[src/rtl/led_tx_pkg.sv]
// Shared definitions for the LED serial transmitter: state encoding and a
// constant ceil-log2 helper used to size the internal counters.
package led_tx_pkg;

    typedef enum logic [1:0] {
        ST_IDLE     = 2'd0,
        ST_SHIFT_LO = 2'd1,
        ST_SHIFT_HI = 2'd2,
        ST_LATCH    = 2'd3
    } state_t;

    // Ceil(log2(value)), never less than 1 so counters always have a bit.
    function automatic int clog2(input int value);
        int result;
        int rem;
        result = 0;
        rem    = value - 1;
        while (rem > 0) begin
            result = result + 1;
            rem    = rem >> 1;
        end
        return (result < 1) ? 1 : result;
    endfunction

endpackage

[src/rtl/led_tx_tick.sv]
// Reloadable divide-by-DIV tick counter. tick is high on the last cycle of
// each DIV-cycle window; restart forces the window to begin again at 0.
module led_tx_tick
    import led_tx_pkg::*;
#(
    parameter int DIV = 2
) (
    input  logic clock,
    input  logic clr,
    input  logic restart,
    output logic tick
);

    localparam int             CW   = clog2(DIV + 1);
    localparam logic [CW-1:0]  LAST = CW'(DIV - 1);

    logic [CW-1:0] r_cnt;

    assign tick = (r_cnt == LAST);

    // Count up through the window, reloading on restart or at its end.
    always_ff @(posedge clock) begin
        if (clr || restart || tick) begin
            r_cnt <= '0;
        end else begin
            r_cnt <= r_cnt + CW'(1);
        end
    end

endmodule

[src/rtl/led_shift_tx.sv]
// Bit-serial LED pattern transmitter for a 74HC595-style receiver chain.
// Accepts one WIDTH-bit word, shifts it out on sdata with a self-generated
// sclk (DIV system cycles per half period), then strobes latch for DIV cycles.
// Build option: define LED_SHIFT_TX_LSB_FIRST_EN to send load_data[0] first;
// by default the word leaves MSB-first.
module led_shift_tx
    import led_tx_pkg::*;
#(
    parameter int WIDTH = 8,
    parameter int DIV   = 2
) (
    input  logic             clock,
    input  logic             clr,
    input  logic             load_valid,
    output logic             load_ready,
    input  logic [WIDTH-1:0] load_data,
    output logic             sclk,
    output logic             sdata,
    output logic             latch,
    output logic             busy
);

    localparam int            BW       = clog2(WIDTH);
    localparam logic [BW-1:0] LAST_BIT = BW'(WIDTH - 1);

    state_t           r_state;
    state_t           w_state_next;
    logic             w_tick;
    logic             w_accept;
    logic             w_advance;
    logic             w_restart;
    logic [BW-1:0]    r_bit;
    logic [WIDTH-1:0] r_shift;
    logic             r_sclk;
    logic             r_sdata;
    logic             r_latch;
    logic             r_busy;

    assign load_ready = (r_state == ST_IDLE) && !clr;
    assign w_accept   = load_valid && load_ready;
    // Moving on to the next bit happens only when a high phase ends early
    // in the word; the final high phase goes to LATCH instead.
    assign w_advance  = (r_state == ST_SHIFT_HI) && w_tick && (r_bit != LAST_BIT);
    // Every state change starts a fresh DIV window.
    assign w_restart  = (w_state_next != r_state);

    assign sclk  = r_sclk;
    assign sdata = r_sdata;
    assign latch = r_latch;
    assign busy  = r_busy;

    led_tx_tick #(
        .DIV (DIV)
    ) u_tick (
        .clock   (clock),
        .clr     (clr),
        .restart (w_restart),
        .tick    (w_tick)
    );

    // State register.
    always_ff @(posedge clock) begin
        if (clr) begin
            r_state <= ST_IDLE;
        end else begin
            r_state <= w_state_next;
        end
    end

    // Next-state logic: each active state lasts one DIV window.
    always_comb begin
        w_state_next = r_state;
        if (clr) begin
            w_state_next = ST_IDLE;
        end else begin
            case (r_state)
                ST_IDLE:     if (w_accept) w_state_next = ST_SHIFT_LO;
                ST_SHIFT_LO: if (w_tick)   w_state_next = ST_SHIFT_HI;
                ST_SHIFT_HI: if (w_tick)   w_state_next = (r_bit == LAST_BIT) ? ST_LATCH : ST_SHIFT_LO;
                ST_LATCH:    if (w_tick)   w_state_next = ST_IDLE;
                default:                   w_state_next = ST_IDLE;
            endcase
        end
    end

    // Registered outputs track the next state so they line up with it;
    // sdata is only updated on entry to SHIFT_LO, so it is steady across
    // the whole high phase of sclk.
    always_ff @(posedge clock) begin
        if (clr) begin
            r_sclk  <= 1'b0;
            r_sdata <= 1'b0;
            r_latch <= 1'b0;
            r_busy  <= 1'b0;
            r_bit   <= '0;
            r_shift <= '0;
        end else begin
            r_sclk  <= (w_state_next == ST_SHIFT_HI);
            r_latch <= (w_state_next == ST_LATCH);
            r_busy  <= (w_state_next != ST_IDLE);
            if (w_accept) begin
                r_bit <= '0;
`ifdef LED_SHIFT_TX_LSB_FIRST_EN
                r_sdata <= load_data[0];
                r_shift <= {1'b0, load_data[WIDTH-1:1]};
`else
                r_sdata <= load_data[WIDTH-1];
                r_shift <= {load_data[WIDTH-2:0], 1'b0};
`endif
            end else if (w_advance) begin
                r_bit <= r_bit + BW'(1);
`ifdef LED_SHIFT_TX_LSB_FIRST_EN
                r_sdata <= r_shift[0];
                r_shift <= {1'b0, r_shift[WIDTH-1:1]};
`else
                r_sdata <= r_shift[WIDTH-1];
                r_shift <= {r_shift[WIDTH-2:0], 1'b0};
`endif
            end
        end
    end

endmodule

[config.mk]
export PLATFORM = sky130hd
export DESIGN_NAME = led_shift_tx
export DESIGN_NICKNAME = d
export VERILOG_FILES = /design/src/rtl/led_tx_pkg.sv /design/src/rtl/led_tx_tick.sv /design/src/rtl/led_shift_tx.sv
export SDC_FILE = /design/constraint.sdc
export NUM_CORES = 1
export LEC_CHECK = 0
export BUFFER_PORTS_ARGS = -buffer_cell sky130_fd_sc_hd__buf_2
export CAP_MARGIN = 15
export CORE_MARGIN = 3
export CORE_UTILIZATION = 35
export DETAILED_ROUTE_END_ITERATION = 16
export GPL_TIMING_DRIVEN = 0
export HOLD_SLACK_MARGIN = 0.15
export SETUP_SLACK_MARGIN = 0.3
export SLEW_MARGIN = 15
export SYNTH_ARGS = -nofsm -noshare
export SYNTH_HDL_FRONTEND = slang
export SYNTH_HIERARCHICAL = 1
export SYNTH_SLANG_ARGS = --single-unit
[constraint.sdc]
create_clock -name clock -period 3.05 [get_ports clock]
set_input_delay 0.305 -clock clock [delete_from_list [all_inputs] [get_ports clock]]
set_output_delay 0.305 -clock clock [all_outputs]
set_load 0.01 [all_outputs]
==> run_results.csv, run 1 <==
group,metric,value,unit
power_and_ir_drop,total_leakage_power,0.382,nW
synthesis,post_synth_xor_area_fraction,0.0103,
clock_tree,cts_max_path_buffers,2,
global_routing,antenna_violations_before_repair,0,
cells_and_area,instances_no_fill,133,
place,io_buffer_count,15,
place,pre_cts_ws,1.37,ns
cells_and_area,area_growth_syn_to_layout,15.6,%
cells_and_area,layout.nets,121,
setup_path,worst_setup_path_start_kind,"flop",
synthesis,synth_edf_count,0,
synthesis,syn_inst,87,
synthesis,synth_mux_area_frac,0.0236,
detailed_routing,route.detailed.vias_per_inst,5.27,
global_routing,grt_start_max_net_pins,11,
die,dieArea,3050,um2
setup_path,worst-endpoint-required,3.27,ns
die,floorplan.initialDensity,0.376,
clock_tree,tritoncts,"built",
synthesis,synth_fa_ha_area_frac,0.0442,
clock_tree,clock_latency,0.29,ns
synthesis,netlist_top_cells_count,"dfxtp_1, nand2_1, a21oi_1, nor2_1",
clock_tree,cts.reportedPaths.clkPinSlew,0.10,ns
die,core-area,2250,um2
synthesis,synth_simple_gate_area_frac,0.267,
global_routing,global_route.usage.total,0.114,
timing,timing_hold_violations_final,0,
setup_path,cp_data_arrival_time,1.93,ns
synthesis,post_synth_num_cell_types,28,
synthesis,synth.net_count,101,
synthesis,synth_top_area_cell,"dfxtp_1",
setup_path,worst_path_largest_cell_delay,0.40,ns
detailed_routing,detailedRoute.firstPassIterationCount,4,
setup_path,setup.worst_path.class,"flop to flop",
setup_path,maximum_net_fanout_on_the_critical_path,10,
detailed_routing,drt_iter0_drc,19,
setup_path,r2r_slack,1.34,ns
setup_path,r2r_cells,5,
die,io_pins,16,
global_routing,overflow,0,
timing,maxSlewViolCount,0,
place,post-dp-hpwl,1200,um
setup_path,crit-reg2reg-capture,"r_shift[3]",
clock_tree,numClockSinks,18,
synthesis,post_synth.cell_area_avg,9.75,um2
clock_tree,postCtsResizedCells,0,
timing,final_critical_path_setup_slack,1.34,ns
timing,finClkSkew,0.00209,ns
clock_tree,cts_root_buffer,"clkbuf_4",
outcome,outcome,"complete, no violations",
setup_path,worstPathBufferInverterCount,1,
timing,worst_pin_slew,0.423,ns
synthesis,synth-seq-cells,18,
synthesis,synth.area.top_cells,"dfxtp_1, a311oi_2, ha_1",
place,post-place-cells,130,
synthesis,synth.yosys.seq_area_share,0.425,
detailed_routing,drcViolationCount,0,
synthesis,synth_top_flop_cell,"dfxtp_1",
timing,max_slew_margin,0.717,
place,gp_congestion,0.728,
timing,setup_total_negative_slack,0,ns
timing,fin_hold_ws,0.224,ns
timing,timing.fmax,584,MHz
worst_hold_path,timing.hold.worst.class,"input port to flop",
die,fp.dieW,55.2,um
detailed_routing,drtAntennaViolNets,0,
synthesis,ys.warnings.count,6,
global_routing,grt_first_pass_wirelength,2850,um
clock_tree,cts_setup_buffers,0,
setup_path,critical_path.reg2reg.startpoint,"u_tick/r_cnt[0]",
clock_tree,tritoncts.num_buffers,3,
cells_and_area,antenna-diode-count,0,
synthesis,post-synth-top-area-fraction,0.425,
setup_path,critical_path.cell_chain,"ha_1 > and4bb_2 > buf_2 > nand2_1 > a311oi_2",
synthesis,most_repeated_cell_in_the_gate_level_netlist_after_synthesis,"dfxtp_1",
timing,final_period_minus_worst_setup_slack,1.71,ns
detailed_routing,dr_total_vias,701,
clock_tree,htree_levels,1,
setup_path,critical_path.endpoint_type,"flop",
detailed_routing,route.final.wire_length,1620,um
synthesis,synth-compound-area-share,0.168,
die,site_rows,17,
cells_and_area,post_route_cells_drive_above_1_share,0.305,
setup_path,crit_family,"adder cells",
setup_path,crit_path_slowest_cell,"ha_1",
power_and_ir_drop,power.ir.vdd_worst,0.000205,V
synthesis,dominant_combinational_cell_family_by_area_after_synthesis,"simple AND/OR/NAND/NOR gates",
synthesis,synthesis.area,848,um2
timing,setup_viol_count_final,0,
worst_hold_path,hp-start,"clr",
global_routing,number_of_global_route_vias_before_repair,679,
clock_tree,ctsHoldBuffers,0,
power_and_ir_drop,power.density_cell_area,489,nW/um2
timing,fin_crit_sh,0.561,
die,floorplan.die.height,55.2,um
worst_hold_path,hold_path_end,"u_tick/r_cnt[1]",
detailed_routing,post_drt_wl_per_cell,12.2,um
timing,setup_repair_after_global_routing_missed_its_margin,"false",
job,drv_cap,0,
synthesis,synth-async-reset-ratio,0,
worst_hold_path,min_delay_path_depth,2,
[metal layers]
layer,vias to the layer above,global-route usage,part of all wire
met2,17,0.186,0.46
met3,4,0.0234,0.042
li1,349,-,-
met4,0,0.0521,0.017
met5,-,0,0
met1,331,0.144,0.48
[layout by cell type (no fill, tap or decap), types with 2 or more instances in the layout]
cell / instances
buf_2: 18
dfxtp_1: 18
nand2_1: 10
nor2_1: 7
a21oi_1: 7
nor3_1: 4
nand3_1: 4
a311oi_2: 4
a22oi_1: 3
ha_1: 3
clkbuf_4: 3
buf_6: 2
o21ai_0: 2
and2b_1: 2
mux2i_1: 2
inv_1: 2
nor4_2: 2
[flip-flops by register name, summed over array words and instances, names as in the netlist]
name / cells
sclk: 1
r_shift: 7
sdata: 1
r_bit: 3
r_state: 2
latch: 1
busy: 1
u_tick/r_cnt: 2
[through the flow]
step,instance area (um2),power [mW],util
4_1_cts,981,0.481,0.435
3_5_place_dp,958,0.365,0.425
6_report,981,0.480,0.435
3_3_place_gp,958,0.361,0.425
5_1_grt,981,0.506,0.435
2_1_floorplan,848,0.338,-
[report_power, final]
| part | leakage (nW) | switching, mW | internal (mW) | total, mW |
|---|---|---|---|---|
| Clock | 0.0138 | 0.0751 | 0.0460 | 0.121 |
| Sequential | 0.147 | 0.00757 | 0.252 | 0.260 |
| Combinational | 0.222 | 0.0545 | 0.0444 | 0.0989 |
| Total | 0.382 | 0.137 | 0.343 | 0.480 |
[area by class of cell]
type / count / area (um2)
fill: 249 / 1270
multi-input combinational: 60 / 435
sequential: 18 / 360
timing repair buffer: 15 / 75.1
buffer: 7 / 45.0
tap: 28 / 35.0
clock buffer: 3 / 22.5
inverter: 2 / 7.51
[cells by family (layout without fill, tap and decap cells)]
| group | Yosys count | in the layout |
|---|---|---|
| flip-flops | 18 | 18 |
| AND/OR/NAND/NOR | 36 | 36 |
| multiplexers | 2 | 2 |
| AO/OA/AOI/OAI | 18 | 18 |
| adder cells (fa/ha/maj) | 3 | 3 |
| XOR/XNOR | 1 | 1 |
| buffers and inverters | 9 | 27 |
[worst max path at each step]
stage | start | endpoint | slack (ns) | cells past startpoint
global placement | clr | load_ready | 1.36 | 5
finish | u_tick/r_cnt[0] | r_shift[3] | 1.34 | 5
detailed placement | clr | load_ready | 1.37 | 5
global route | u_tick/r_cnt[0] | r_shift[5] | 1.22 | 5
floorplan | r_bit[0] | r_shift[3] | 1.52 | 6
CTS | u_tick/r_cnt[0] | r_shift[5] | 1.35 | 5
Note: power is estimated with default switching activity, not from simulation.
==> run 2: changes to the inputs <==
clock period = 1.45 ns   (was 3.05 ns; I/O delays follow)
==> run_results.csv, run 2 (same netlist as run 1, synthesis figures left out) <==
group,metric,value,unit
outcome,outcome,"finished, violations left",
outcome,violations,"negative setup slack",
timing,max_slew_margin,0.771,
power_and_ir_drop,power.internal,0.801,mW
power_and_ir_drop,pwr-share-seq,0.494,
setup_path,critical_path.endpoint_type,"flop",
power_and_ir_drop,p_sw_frac,0.283,
timing,final_period_minus_worst_setup_slack,1.48,ns
timing,final_critical_path_setup_slack,-0.0294,ns
die,core-area,2250,um2
power_and_ir_drop,power.density_cell_area,843,nW/um2
die,io_pins,16,
setup_path,cp_data_arrival_time,1.68,ns
cells_and_area,design_area,1330,um2
detailed_routing,post_drt_wl_per_cell,12.6,um
die,dieArea,3050,um2
clock_tree,numClockSinks,18,
setup_path,critical_path.cell_chain,"buf_6 > or4b_4 > buf_8 > a311oi_2",
timing,setup_total_negative_slack,-0.0613,ns
setup_path,worst-endpoint-required,1.65,ns
global_routing,grt_start_max_net_pins,11,
place,placement.cell_area,1030,um2
place,post-dp-hpwl,1230,um
global_routing,overflow,0,
die,floorplan.die.height,55.2,um
detailed_routing,drcViolationCount,0,
timing,finClkSkew,0.00492,ns
setup_path,worst_path_largest_cell_delay,0.56,ns
die,floorplan.initialDensity,0.376,
power_and_ir_drop,total_leakage_power,0.500,nW
die,site_rows,17,
cells_and_area,finished_core_util,0.588,
detailed_routing,drt_iter0_drc,9,
cells_and_area,layout.cells.most_common,"buf_2",
place,io_buffer_count,15,
clock_tree,clock_latency,0.29,ns
setup_path,critical_path.reg2reg.startpoint,"r_state[1]",
power_and_ir_drop,share_clk_of_total_power,0.215,
clock_tree,tritoncts,"built",
global_routing,number_of_global_route_vias_before_repair,728,
timing,timing.fmax,676,MHz
global_routing,global_route.usage.total,0.131,
detailed_routing,drtAntennaViolNets,0,
clock_tree,htree_levels,1,
global_routing,antenna_violations_before_repair,0,
cells_and_area,largest_reg_flops,7,
global_routing,grt_first_pass_wirelength,3220,um
clock_tree,cts.reportedPaths.clkPinSlew,0.10,ns
cells_and_area,layout.nets,139,
setup_path,worst_setup_path_startpoint,"r_state[1]",
cells_and_area,mostFrequentLayoutCells,"buf_2, dfxtp_1, buf_4, nand2_1",
timing,fin_hold_ws,0.142,ns
detailed_routing,detailedRoute.firstPassIterationCount,4,
power_and_ir_drop,design_power_total,1.12,mW
timing,maxSlewViolCount,0,
timing,timing_hold_violations_final,0,
setup_path,crit_path_slowest_cell,"or4b_4",
power_and_ir_drop,combinationalPowerShare,0.292,
power_and_ir_drop,total_switching_power,0.316,mW
worst_hold_path,hp-start,"load_data[6]",
timing,fin_crit_sh,1.02,
timing,setup_repair_after_global_routing_missed_its_margin,"true",
clock_tree,cts_root_buffer,"clkbuf_4",
detailed_routing,route.detailed.vias_per_inst,5.09,
setup_path,worst_setup_path_start_kind,"flop",
setup_path,setup.worst_path.class,"flop to flop",
die,fp.dieW,55.2,um
cells_and_area,post_route_cells_drive_above_1_share,0.593,
detailed_routing,dr_total_vias,769,
place,gp_congestion,0.721,
setup_path,r2r_slack,-0.03,ns
clock_tree,cts_max_path_buffers,2,
setup_path,maximum_net_fanout_on_the_critical_path,5,
cells_and_area,top_register,"r_shift",
detailed_routing,route.final.wire_length,1900,um
cells_and_area,area_growth_syn_to_layout,56.2,%
worst_hold_path,timing.hold.worst.class,"input port to flop",
cells_and_area,registers_with_the_highest_flip_flop_counts,"r_shift: 7 flops, r_bit: 3 flops",
job,drv_cap,0,
clock_tree,tritoncts.num_buffers,3,
cells_and_area,antenna-diode-count,0,
timing,worst_pin_slew,0.342,ns
timing,setup_viol_count_final,3,
power_and_ir_drop,power.ir.vdd_worst,0.000582,V
-- run 2: cell types whose count changed in the layout (fill, tap and decap cells not counted), moves of 4 or more --
cell,before,now
buf_4,0,9
dfxtp_1,18,14
a21oi_1,7,2
dfxtp_2,0,4
a21oi_2,0,5
dlygate4sd3_1,0,5
-- run 2: repair_timing --
action | CTS | global route
hold buffers | 4 | 1
buffers inserted | 6 | 6
gates resized for setup | 17 | 12
endpoints found under the hold margin | 5 | 1
gates cloned | 1 | 0
pin swaps | 12 | 12
endpoints found under the setup margin | 17 | 19
-- run 2: metal layers --
layer	routed length, um	GRT usage	up-vias
met5	0	0	-
met4	17	0.0243	0
met2	939	0.220	16
met3	69	0.0444	2
met1	875	0.163	363
li1	-	-	388
-- run 2: critical path: cells and delay by family (launching register included) --
kind	cells	cell delay, ns
simple gates	1	0.56
buf+inv	2	0.27
flops	1	0.33
compound gates	1	0.23
-- run 2: stage by stage --
stage | setup slack [ns] | std cells
floorplan | 0.0563 | 87
global placement | -0.0729 | 130
detailed placement | -0.0890 | 130
CTS | -0.0425 | 144
global route | -0.0834 | 151
finish | -0.0294 | 151
-- run 2: cell type report --
cell class	count	area, um2
Tap cell	28	35.0
Fill cell	198	930
Clock buffer	3	22.5
Multi-Input combinational cell	60	556
Sequential cell	18	365
Timing Repair Buffer	33	267
Inverter	2	7.51
Buffer	7	72.6
-- run 2: power by group through the flow --
stage	sequential [mW]	clock, mW	combinational [mW]
global route	0.555	0.270	0.354
global placement	0.560	0	0.230
floorplan	0.563	0	0.174
CTS	0.551	0.251	0.295
finish	0.552	0.240	0.326
detailed placement	0.560	0	0.235
-- run 2: path summary, 6_finish.rpt --
kind	endpoint	cells past startpoint
max	r_shift[4]	4
min	r_shift[7]	3
max reg2reg	r_shift[4]	4
min reg2reg	r_shift[1]	2
